==> src/rtl/text_splitter.sv <==
// text_splitter: buffers packed text words, serializes them a byte per cycle, lowercases
// letters and collapses non-alphanumerics into single 0x00 word delimiters.
module text_splitter #(
    parameter int LETTER_SIZE  = 8,
    parameter int IN_WIDTH     = 32,
    parameter int FIFO_DEPTH   = 4,
    parameter int MAX_WORD_LEN = 16
) (
    input  logic                   clk,
    input  logic                   rst,
    input  logic                   clr,
    input  logic                   in_valid,
    output logic                   in_ready,
    input  logic [IN_WIDTH-1:0]    in_data,
    input  logic                   in_last,
    output logic                   letter_valid,
    output logic [LETTER_SIZE-1:0] letter_out,
    output logic [15:0]            word_cnt,
    output logic [7:0]             trunc_cnt,
    output logic                   done
);
    localparam int BYTES = IN_WIDTH / LETTER_SIZE;
    localparam int IW    = BYTES > 1 ? $clog2(BYTES) : 1;
    localparam int AW    = FIFO_DEPTH > 1 ? $clog2(FIFO_DEPTH) : 1;
    localparam int LW    = $clog2(MAX_WORD_LEN + 1);

    typedef enum logic [1:0] {IDLE, SERIAL, FLUSH, DONE} state_t;
    state_t state, state_n;

    logic [IN_WIDTH:0]     mem [FIFO_DEPTH];
    logic [AW-1:0]         wr_ptr, rd_ptr;
    logic [AW:0]           count;
    logic                  push, pop, empty, full;
    logic [IN_WIDTH-1:0]   sreg;
    logic                  slast;
    logic [IW-1:0]         idx;
    logic [LW-1:0]         wlen;
    logic                  trunc_mark;
    logic [LETTER_SIZE-1:0] cur, lc;
    logic                  last_byte, proc, is_upper, is_alnum, letter, delim, room;
    logic                  emit_letter, emit_delim;

    assign empty    = count == '0;
    assign full     = count == (AW+1)'(FIFO_DEPTH);
    assign in_ready = rst & ~clr & ~full;
    assign push     = in_valid & in_ready;

    always_ff @(posedge clk)
        if (push) mem[wr_ptr] <= {in_last, in_data};

    always_ff @(posedge clk or negedge rst)
        if (!rst) begin
            wr_ptr <= '0;
            rd_ptr <= '0;
            count  <= '0;
        end else if (clr) begin
            wr_ptr <= '0;
            rd_ptr <= '0;
            count  <= '0;
        end else begin
            wr_ptr <= wr_ptr + AW'(push);
            rd_ptr <= rd_ptr + AW'(pop);
            count  <= count + (AW+1)'(push) - (AW+1)'(pop);
        end

    // byte classification of the serializer's current byte
    assign cur       = sreg[idx*LETTER_SIZE +: LETTER_SIZE];
    assign last_byte = idx == IW'(BYTES - 1);
    assign proc      = state == SERIAL;
    assign is_upper  = cur >= LETTER_SIZE'('h41) && cur <= LETTER_SIZE'('h5A);
    assign is_alnum  = is_upper || (cur >= LETTER_SIZE'('h61) && cur <= LETTER_SIZE'('h7A)) ||
                       (cur >= LETTER_SIZE'('h30) && cur <= LETTER_SIZE'('h39));
    assign lc        = is_upper ? cur + LETTER_SIZE'('h20) : cur;
    assign letter    = proc & is_alnum;
    assign delim     = (proc & ~is_alnum) | (state == FLUSH);
    assign room      = wlen < LW'(MAX_WORD_LEN);
    assign emit_letter = letter & room;
    assign emit_delim  = delim & (wlen != '0);

    always_ff @(posedge clk or negedge rst)
        if (!rst) state <= IDLE;
        else state <= state_n;

    always_comb begin
        state_n = state;
        pop     = 1'b0;
        unique case (state)
            IDLE: if (!empty) begin
                pop     = 1'b1;
                state_n = SERIAL;
            end
            SERIAL: if (last_byte) begin
                if (slast) state_n = FLUSH;
                else if (!empty) pop = 1'b1;
                else state_n = IDLE;
            end
            FLUSH: state_n = DONE;
            DONE: begin
                pop     = !empty;
                state_n = empty ? IDLE : SERIAL;
            end
            default: state_n = IDLE;
        endcase
        if (clr) begin
            state_n = IDLE;
            pop     = 1'b0;
        end
    end

    always_ff @(posedge clk or negedge rst)
        if (!rst) begin
            sreg         <= '0;
            slast        <= 1'b0;
            idx          <= '0;
            wlen         <= '0;
            trunc_mark   <= 1'b0;
            word_cnt     <= '0;
            trunc_cnt    <= '0;
            letter_valid <= 1'b0;
            letter_out   <= '0;
            done         <= 1'b0;
        end else if (clr) begin
            sreg         <= '0;
            slast        <= 1'b0;
            idx          <= '0;
            wlen         <= '0;
            trunc_mark   <= 1'b0;
            word_cnt     <= '0;
            trunc_cnt    <= '0;
            letter_valid <= 1'b0;
            letter_out   <= '0;
            done         <= 1'b0;
        end else begin
            if (pop) begin
                sreg  <= mem[rd_ptr][IN_WIDTH-1:0];
                slast <= mem[rd_ptr][IN_WIDTH];
                idx   <= '0;
            end else if (proc) begin
                idx <= idx + IW'(1);
            end
            if (emit_letter) wlen <= wlen + LW'(1);
            if (letter & ~room) trunc_mark <= 1'b1;
            if (emit_delim) begin
                wlen       <= '0;
                trunc_mark <= 1'b0;
                word_cnt   <= word_cnt + 16'(word_cnt != '1);
                if (trunc_mark) trunc_cnt <= trunc_cnt + 8'(trunc_cnt != '1);
            end
            letter_valid <= emit_letter | emit_delim;
            letter_out   <= emit_letter ? lc : '0;
            done         <= state == DONE;
        end
endmodule
==> config.mk <==
export PLATFORM = sky130hd
export DESIGN_NAME = text_splitter
export DESIGN_NICKNAME = d
export VERILOG_FILES = /design/src/rtl/text_splitter.sv
export SDC_FILE = /design/constraint.sdc
export NUM_CORES = 1
export LEC_CHECK = 0
export CORE_MARGIN = 2
export CORE_UTILIZATION = 35
export DETAILED_ROUTE_END_ITERATION = 8
export GPL_TIMING_DRIVEN = 1
export PLACE_DENSITY_LB_ADDON = 0.25
export SKIP_CTS_REPAIR_TIMING = 1
export SYNTH_ARGS = -nofsm -noshare
export SYNTH_HDL_FRONTEND = slang
export SYNTH_SLANG_ARGS = --single-unit
==> constraint.sdc <==
create_clock -name clk -period 5.16 [get_ports clk]
set_clock_uncertainty 0.1 [all_clocks]
set_input_delay 1.032 -clock clk [delete_from_list [all_inputs] [get_ports clk]]
set_output_delay 1.032 -clock clk [all_outputs]
set_load 0.005 [all_outputs]
=== Word-level counts from Yosys, hierarchy flattened ===
Memory sizes are Yosys's and may differ from the RTL's.
Index checks and enable logic that the tools add are counted.

* Output and inout port bits: 35
* Logic and storage cells: 113
* Bits in writable memories: 132
* Memories kept: 1
* Bits in registers: 84
* Bits of input ports: 37

* Bitwise operators: 14
* Reductions and logical operators: 17
* Magnitude comparators: 7
* Eq/ne operators: 10
* Shifts and indexed selects: 1
* Add/sub/neg operators: 9
* Mux-type cells: 40

{| class="wikitable"
|+ Memories
! name !! words !! width !! read ports !! clocked after memory_dff !! write ports !! line !! text
|-
| mem || 4 || 33 || 1 || 0 || 1 || 30 || <nowiki>logic [IN_WIDTH:0] mem [FIFO_DEPTH];</nowiki>
|}

{| class="wikitable"
|+ Operators by type and width
! operator !! number
|-
| $mux 32 || 2
|-
| $mux 8 || 6
|-
| $mux 16 || 2
|-
| $shiftx 32x6->8 || 1
|-
| $mux 2 || 10
|-
| $add 16x1->16 || 1
|-
| $ge 8x7->1 const B || 2
|-
| $le 8x7->1 const B || 2
|-
| $ne 16x16->1 const B || 1
|-
| $mux 5 || 3
|-
| $mux 1 || 14
|-
| $reduce_bool 3->1 || 3
|-
| $add 8x1->8 || 1
|-
| $add 8x6->8 const B || 1
|-
| $and 1x1->1 || 8
|-
| $ge 8x6->1 const B || 1
|-
| $le 8x6->1 const B || 1
|-
| $ne 8x8->1 const B || 1
|-
| $pmux 2 s4 || 1
|-
| $eq 2x2->1 const B || 3
|-
| $ne 3x3->1 const B || 2
|-
| $reduce_bool 2->1 || 3
|-
| $add 5x1->5 const B || 1
|-
| $lt 5x5->1 const B || 1
|-
| other kinds (19) || 27
|}

=== Depth between registers and ports, before layout ===
Gate-level depths: netlist of the first run.

* Depth after elaboration: 11
* Gate-level depth with buffers: 13
* Depth with buffers taken out: 12

=== Worst setup path before layout of the first run ===
OpenSTA, ideal clock, no wires.

* Kind: input to register
* From: input port clr
* To: memory mem[1][0] (netlist bit) (enable)
* Library setup time: 471 ps
* Setup slack: 502 ps
* Data arrival time: 4087 ps
* Buffers on the path: 1
* Stages on the path: 5
* Path through: clkbuf_1 -> inv_1 -> o311a_1 -> nand2_1 -> nor3b_1

* Cells in the longest elaborated chain, start to end: 6

{| class="wikitable"
|+ Ends and longest elaborated chain
! what !! line !! text
|-
| start, declared || 11 || <nowiki>input logic clr,</nowiki>
|-
| $not 1->1 || 45 || <nowiki>assign in_ready = rst & ~clr & ~full;</nowiki>
|-
| $and 1x1->1 (2 in series) || 45 ||
|-
| net in_ready || 13 || <nowiki>output logic in_ready,</nowiki>
|-
| $and 1x1->1 || 46 || <nowiki>assign push = in_valid & in_ready;</nowiki>
|-
| $mux 1 || 49 || <nowiki>if (push) mem[wr_ptr] <= {in_last, in_data};</nowiki>
|-
| $mux 1 (not written as such) || 49 ||
|-
| end, declared || 30 ||
|}

The timed path passes the listed nets, and every way through them passes these cells.

=== Final worst setup path of the first run ===
* From: register idx[0]
* To: register count[2]

* Cells in the longest elaborated chain, start to end: 6

{| class="wikitable"
|+ Ends and longest elaborated chain
! what !! line !! text
|-
| start, declared || 36 || <nowiki>logic [IW-1:0] idx;</nowiki>
|-
| start signal, assigned || 139 || <nowiki>idx <= idx + IW'(1);</nowiki>
|-
| $eq 2x2->1 || 68 || <nowiki>assign last_byte = idx == IW'(BYTES - 1);</nowiki>
|-
| $mux 1 || 92 || <nowiki>SERIAL: if (last_byte) begin</nowiki>
|-
| $pmux 1 s3 || 87 || <nowiki>unique case (state)</nowiki>
|-
| $mux 1 || 104 || <nowiki>if (clr) begin</nowiki>
|-
| $sub 3x1->3 || 63 || <nowiki>count <= count + (AW+1)'(push) - (AW+1)'(pop);</nowiki>
|-
| $mux 3 || 56 || <nowiki>end else if (clr) begin</nowiki>
|-
| end signal, assigned || 63 ||
|-
| end, declared || 32 || <nowiki>logic [AW:0] count;</nowiki>
|}

No other way between the ends.
A chain may end at the register's enable or synchronous reset.

==> out/metrics.yaml, run 1 <==
yosys:
  ys_seq_area_share_pct: 67.5
  synth_top_flop_cell: "edfxtp_1"
  ys_types: 52
  synth_nets: 666
  yosysTopAreaCell: "edfxtp_1"
  ys_warn_count: 0
  synth_top_area_share_pct: 44.1
  synth_edf_count: 132
  netlist_area_um2: 8980
  synthTopCellsByArea: "edfxtp_1 44%, dfrtp_1 23%, mux4_2 9.8%, nand2_1 3.6%, a21oi_1 3.6%"
  avgSynthCellArea_um2: 14.6
  yosysMostFrequentCell: "edfxtp_1"
  async_flop_share_pct: 38.9
  ys_ff_latch: 216
  synth_common_cells: "132 x edfxtp_1, 86 x nand2_1, 84 x dfrtp_1"
  syn_inst: 615
sta:
  setup-violations-final: 0
  drv_slew: 0
  setup_tns_ns: 0
  rsz0062_at_grt: "false"
  fmax_mhz: 276
  slew_headroom_pct: 29.7
  post-route-min-period_ns: 3.62
  whs_ns: 0.427
  hold_viol_final: 0
  fin_crit_sh_pct: 70.2
  tightest_slew_ns: 1.06
cts:
  clkTransAtPathRegs_ns: 0.06
  clock_latency_ns: 0.52
  cts_buffers: 23
  tritoncts: "built"
  clock_sinks: 216
  cts_root_buf: "clkbuf_16"
  clock_path_buffers: 3
  h-tree-depth: 1
drt:
  met3WireLength_um: 779
  wl_met1_um: 8070
  ant_nets: 0
  dr.pass1.iters: 4
  via_per_inst: 5.14
  wl_met2_um: 8510
  dr.max_layer_used: "met4"
  wl_um: 18000
  drtIter0Drc: 489
  num_vias: 5297
  avgRoutedWirePerCell_um: 17.5
  drcViolationCount: 0
grt:
  grt_pass1_wl_um: 29200
  grt_pass1_vias: 5367
  antenna_found_initial: 0
  grt_max_degree: 85
  grt_use_total_pct: 13.8
  grt-ovfl-total: 0
worst_setup_path:
  worstReg2RegEnd: "count[2]"
  rr_worst_depth: 12
  worstSetupPathType: "reg2reg"
  cp_data_required_time_ns: 5.43
  worstSetupStartpoint: "idx[0]"
  r2r_slack_ns: 1.54
  end_kind: "register"
  cp_max_fo: 34
  critPathMaxStageDelay_ns: 0.67
  arrival_ns: 3.89
  crit_chain: "ha_1 -> nand2b_1 -> a21oi_1 -> nand2_1 -> nor2_1 -> ha_1 -> inv_1 -> ha_1 -> inv_1 -> fa_1 -> xnor2_1 -> nor2_1"
  endpoint: "count[2]"
  slowest_stage: "dfrtp_1"
  reg2reg_from: "idx[0]"
  start_kind: "register"
  cpMostUsedCell: "ha_1"
die:
  start_util_pct: 35.7
  dieHeight_um: 164
  fp-row-count: 58
  die_x_um: 164
  io-pin-count: 72
  core_area_um2: 25200
  dieArea_um2: 27000
placed_design:
  port_buffers: 71
  dp.cells: 991
  placed_cell_area_um2: 10000
  gp_congestion: 0.834
  dp_hpwl_um: 11300
finish:
  register_area_um2: 6070
  multi_input_comb_area_um2: 2720
  final_cells: 1031
  fin_nets: 737
  area_growth_pct: 19.9
  num_antenna_cells: 0
  drive_above_1_share_pct: 14.1
  fin_area_um2: 10800
  fillCellCount: 2254
outcome:
  status: "completed"
pwr:
  power.total_uw: 4660
  ir_drop_uv: 230
  pwr_density_cell_nw_per_um2: 433
  leakage_uw: 0.00384
run:
  max_cap_violations: 0
min_path:
  hp-class: "reg2reg"
[metrics by stage]
step	worst slack, ns	util (%)
2_1_floorplan	0.502	-
3_3_place_gp	1.74	39.8
4_1_cts	1.56	42.7
5_1_grt	1.16	42.7
3_5_place_dp	1.53	39.8
6_report	1.54	42.7
[worst min-delay path by stage]
stage / from / end / slack (ns) / cells after the start
2_1_floorplan: state[0] / state[0] / 0.38 / 1
3_3_place_gp: state[0] / state[0] / 0.40 / 1
3_5_place_dp: sreg[15] / sreg[15] / 0.43 / 2
4_1_cts: sreg[15] / sreg[15] / 0.43 / 2
5_1_grt: sreg[31] / sreg[31] / 0.46 / 2
6_report: sreg[25] / sreg[25] / 0.43 / 2
[metal layers]
| metal | track usage (%) | vias to the layer above |
|---|---|---|
| met4 | 4.94 | 0 |
| met2 | 22.2 | 131 |
| met5 | 0 | - |
| met1 | 19.0 | 2676 |
| met3 | 2.27 | 44 |
| li1 | - | 2446 |
[flip-flops by register name, indices dropped and copies added, names as in the netlist]
signal        flops
count             3
letter_valid      1
wr_ptr            2
slast             1
trunc_cnt         8
letter_out        8
rd_ptr            2
wlen              5
word_cnt         16
sreg             32
idx               2
state             2
trunc_mark        1
mem             132
done              1
[cell type report]
cell class                      count  area share, %
Clock buffer                       32           5.94
Timing Repair Buffer               80           7.16
Inverter                           13          0.453
Tap cell                          330           3.84
Clock inverter                      8          0.942
Multi-Input combinational cell    352           25.3
Sequential cell                   216           56.4
[report_power, final]
part / switching (uW) / total (uW) / internal [uW] / leakage (uW)
Sequential: 133 / 2120 / 1980 / 0.00234
Clock: 641 / 1610 / 965 / 0.000363
Combinational: 524 / 939 / 415 / 0.00114
[cells in the final DEF (no fill, tap or decap), types with 4 or more instances in the layout]
master and instances:
nand2_1 86, ha_1 13, clkdlybuf4s50_1 69, dfrtp_1 82, o21ai_0 16, and3_1 11, clkbuf_16 23, or3_1 14
xnor2_1 4, nor2_1 13, and2_1 10, buf_4 10, mux4_2 39, clkbuf_1 6, edfxtp_1 132, inv_1 13
o21ai_1 4, nand4_1 6, nor3_1 8, nor2b_1 6, nand3_1 15, a21oi_1 64
[critical path, delay by kind of cell, from the launching register on]
kind                       cells  cell delay, ns
xor gates and xnor gates       1            0.16
AOI/OAI and AO/OA              1            0.22
buffers and inverters          2            0.11
DFF                            1            0.67
and+or+nand+nor                4            1.10
adders and majority gates      4            1.10
[kinds of logic (layout without fill, tap and decap cells)]
group | count (synthesis) | after routing | share of synthesized area, %
fa+ha+maj | 14 | 14 | 2.03
simple gates | 186 | 186 | 10.3
flops | 216 | 216 | 67.5
mux | 45 | 45 | 10.8
buf+inv | 47 | 133 | 2.28
xor+xnor | 7 | 7 | 0.683
compound gates | 100 | 100 | 6.28
Power figures use the tool's default switching activity.
==> run 2, diff against run 1 <==
==> constraint.sdc (replaced) <==
create_clock -name clk -period 3.1 [get_ports clk]
set_clock_uncertainty 0.1 [all_clocks]
set_input_delay 0.62 -clock clk [delete_from_list [all_inputs] [get_ports clk]]
set_output_delay 0.62 -clock clk [all_outputs]
set_load 0.005 [all_outputs]
==> out/metrics.yaml, run 2 (synthesized netlist as in run 1, its figures left out) <==
outcome:
  status: "finished with violations"  # was completed
  failed_checks: "setup timing"
worst_setup_path:
  critPathMaxStageDelay_ns: 0.55  # was 0.67 ns
  reg2reg_from: "idx[0]"  # unchanged
  arrival_ns: 3.45  # was 3.89 ns
  worstSetupStartpoint: "idx[0]"  # unchanged
  cp_data_required_time_ns: 3.43  # was 5.43 ns
  start_kind: "register"  # unchanged
  end_kind: "register"  # unchanged
  worstSetupPathType: "reg2reg"  # unchanged
  slowest_stage: "mux4_2"  # was dfrtp_1
  crit_family: "simple AND/OR/NAND/NOR gates"  # was adder cells
  crit_buf_inv: 3  # was 2
  cp_max_fo: 14  # was 34
  crit_chain: "buf_12 -> mux4_2 -> nor4_4 -> nor3b_4 -> nor4_4 -> buf_4 -> o31a_4 -> buf_12 -> or3_4 -> a21oi_2"  # was ha_1 -> nand2b_1 -> a21oi_1 -> nand2_1 -> nor2_1 -> ha_1 -> inv_1 -> ha_1 -> inv_1 -> fa_1 -> xnor2_1 -> nor2_1
placed_design:
  dp_hpwl_um: 11700  # was 11300 um
  gp_congestion: 0.810  # was 0.834
  port_buffers: 71  # unchanged
  dp_slack_ns: -0.0410  # was 1.53 ns
sta:
  whs_ns: 0.0390  # was 0.427 ns
  tightest_slew_ns: 0.863  # was 1.06 ns
  rsz0062_at_grt: "true"  # was false
  drv_slew: 0  # unchanged
  hold_viol_final: 0  # unchanged
  fin_crit_sh_pct: 101  # was 70.2%
  slew_headroom_pct: 42.4  # was 29.7%
  fmax_mhz: 320  # was 276 MHz
  setup-violations-final: 7  # was 0
  post-route-min-period_ns: 3.12  # was 3.62 ns
  setup_slack_ns: -0.0231  # was 1.54 ns
drt:
  num_vias: 5348  # was 5297
  via_per_inst: 5.07  # was 5.14
  wl_um: 18400  # was 18000 um
  drcViolationCount: 0  # unchanged
  ant_nets: 0  # unchanged
  dr.pass1.iters: 4  # unchanged
  drtIter0Drc: 293  # was 489
  avgRoutedWirePerCell_um: 17.5  # about the same
finish:
  drive_above_1_share_pct: 19.6  # was 14.1%
  final_cell_mix: "132 x edfxtp_1, 86 x nand2_1, 83 x dfrtp_1, 69 x clkdlybuf4s50_1, 56 x a21oi_1"  # was 132 x edfxtp_1, 86 x nand2_1, 82 x dfrtp_1, 69 x clkdlybuf4s50_1, 64 x a21oi_1
  fin_nets: 760  # was 737
  largest_register_ffs: 132  # unchanged
  final_common_cell: "edfxtp_1"  # unchanged
  reg_top3: "mem: 132 flops, sreg: 32 flops, word_cnt: 16 flops"  # unchanged
  largest-register: "mem"  # unchanged
  num_antenna_cells: 0  # unchanged
  area_growth_pct: 24.1  # was 19.9%
die:
  dieArea_um2: 27000  # unchanged
  core_area_um2: 25200  # unchanged
  die_x_um: 164  # unchanged
  dieHeight_um: 164  # unchanged
  fp-row-count: 58  # unchanged
  io-pin-count: 72  # unchanged
  start_util_pct: 35.7  # unchanged
cts:
  cts_buffers: 24  # was 23
  cts_root_buf: "clkbuf_16"  # unchanged
  clock_path_buffers: 3  # unchanged
  h-tree-depth: 1  # unchanged
  tritoncts: "built"  # unchanged
  clkTransAtPathRegs_ns: 0.06  # about the same
  clock_latency_ns: 0.51  # was 0.52 ns
  clock_sinks: 216  # unchanged
pwr:
  leakage_uw: 0.00400  # was 0.00384 uW
  ir_drop_uv: 405  # was 230 uV
  pwr-share-seq_pct: 43.1  # was 45.4%
  power.total_uw: 8070  # was 4660 uW
  comb_power_share_pct: 23.7  # was 20.1%
  pwr_density_cell_nw_per_um2: 724  # was 433 nW/um2
  switching_share_pct: 28.1  # was 27.8%
  p_sw_uw: 2260  # was 1300 uW
  clock_power_share_pct: 33.2  # was 34.5%
  intPower_uw: 5800  # was 3360 uW
grt:
  grt_pass1_vias: 5566  # was 5367
  grt_max_degree: 80  # was 85
  antenna_found_initial: 0  # unchanged
  grt_use_total_pct: 13.8  # about the same
  grt-ovfl-total: 0  # unchanged
  grt_pass1_wl_um: 29300  # was 29200 um
run:
  max_cap_violations: 0  # unchanged
min_path:
  hp-class: "in2async"  # was reg2reg
[run 2: cell count changes in the layout (fill, tap and decap cells not counted), moves of 6 or more]
cell / delta
a21oi_2: +8
or3_4: +7
buf_4: +14
buf_12: +6
or3_1: -7
a21oi_1: -8
[run 2: worst paths after layout]
check / to / slack, ns / cells after the start
hold reg to reg: sreg[21] / 0.43 / 2
setup reg to reg: word_cnt[6] / -0.02 / 10
max in group asynchronous: rd_ptr[0] / 1.76 / 3
setup / recovery: word_cnt[6] / -0.02 / 10
min in group clk: done / 0.43 / 3
hold / removal: word_cnt[5] / 0.04 / 2
[run 2: area by class of cell]
class	instances	area, um2
multi-input cells	353	2840
fillers	2229	14000
inverters	13	52.6
repair buffers	101	1020
clock inverters	11	123
well taps	330	413
flip-flops and latches	216	6070
clock buffers	30	633
[run 2: power groups by stage]
stage / Sequential, uW / Combinational [uW] / Clock, uW
4_1_cts: 3480 / 1810 / 2760
6_report: 3480 / 1910 / 2680
5_1_grt: 3500 / 2120 / 2870
2_1_floorplan: 3450 / 1280 / 0
3_3_place_gp: 3530 / 1750 / 0
3_5_place_dp: 3530 / 1800 / 0
[run 2: per-layer routing]
metal	vias to the layer above	track usage [%]	part of all wire (%)
met5	-	0	0
met3	27	2.47	4.8
met4	0	3.67	2.5
li1	2488	-	-
met1	2705	18.9	45
met2	128	22.8	48
[run 2: stage by stage]
step / cells / cell area [um2] / setup TNS, ns / utilization, %
after floorplan: 615 / 8990 / -0.119 / -
after global placement: 1004 / 10200 / 0 / 40.5
after detailed placement: 1004 / 10200 / -0.105 / 40.5
after CTS: 1045 / 11000 / -0.518 / 43.5
after global routing: 1054 / 11100 / -0.950 / 44.3
final: 1054 / 11100 / -0.0674 / 44.3
==> run 3, diff against run 2 <==
==> constraint.sdc (replaced) <==
create_clock -name clk -period 3.1 [get_ports clk]
set_clock_uncertainty 0.1 [all_clocks]
set_input_delay 0.62 -clock clk [delete_from_list [all_inputs] [get_ports clk]]
set_output_delay 0.62 -clock clk [all_outputs]
set_load 0.01 [all_outputs]
==> results of run 3 <==
The final DEF is identical to that of run 2. Status: finished with violations: setup timing.
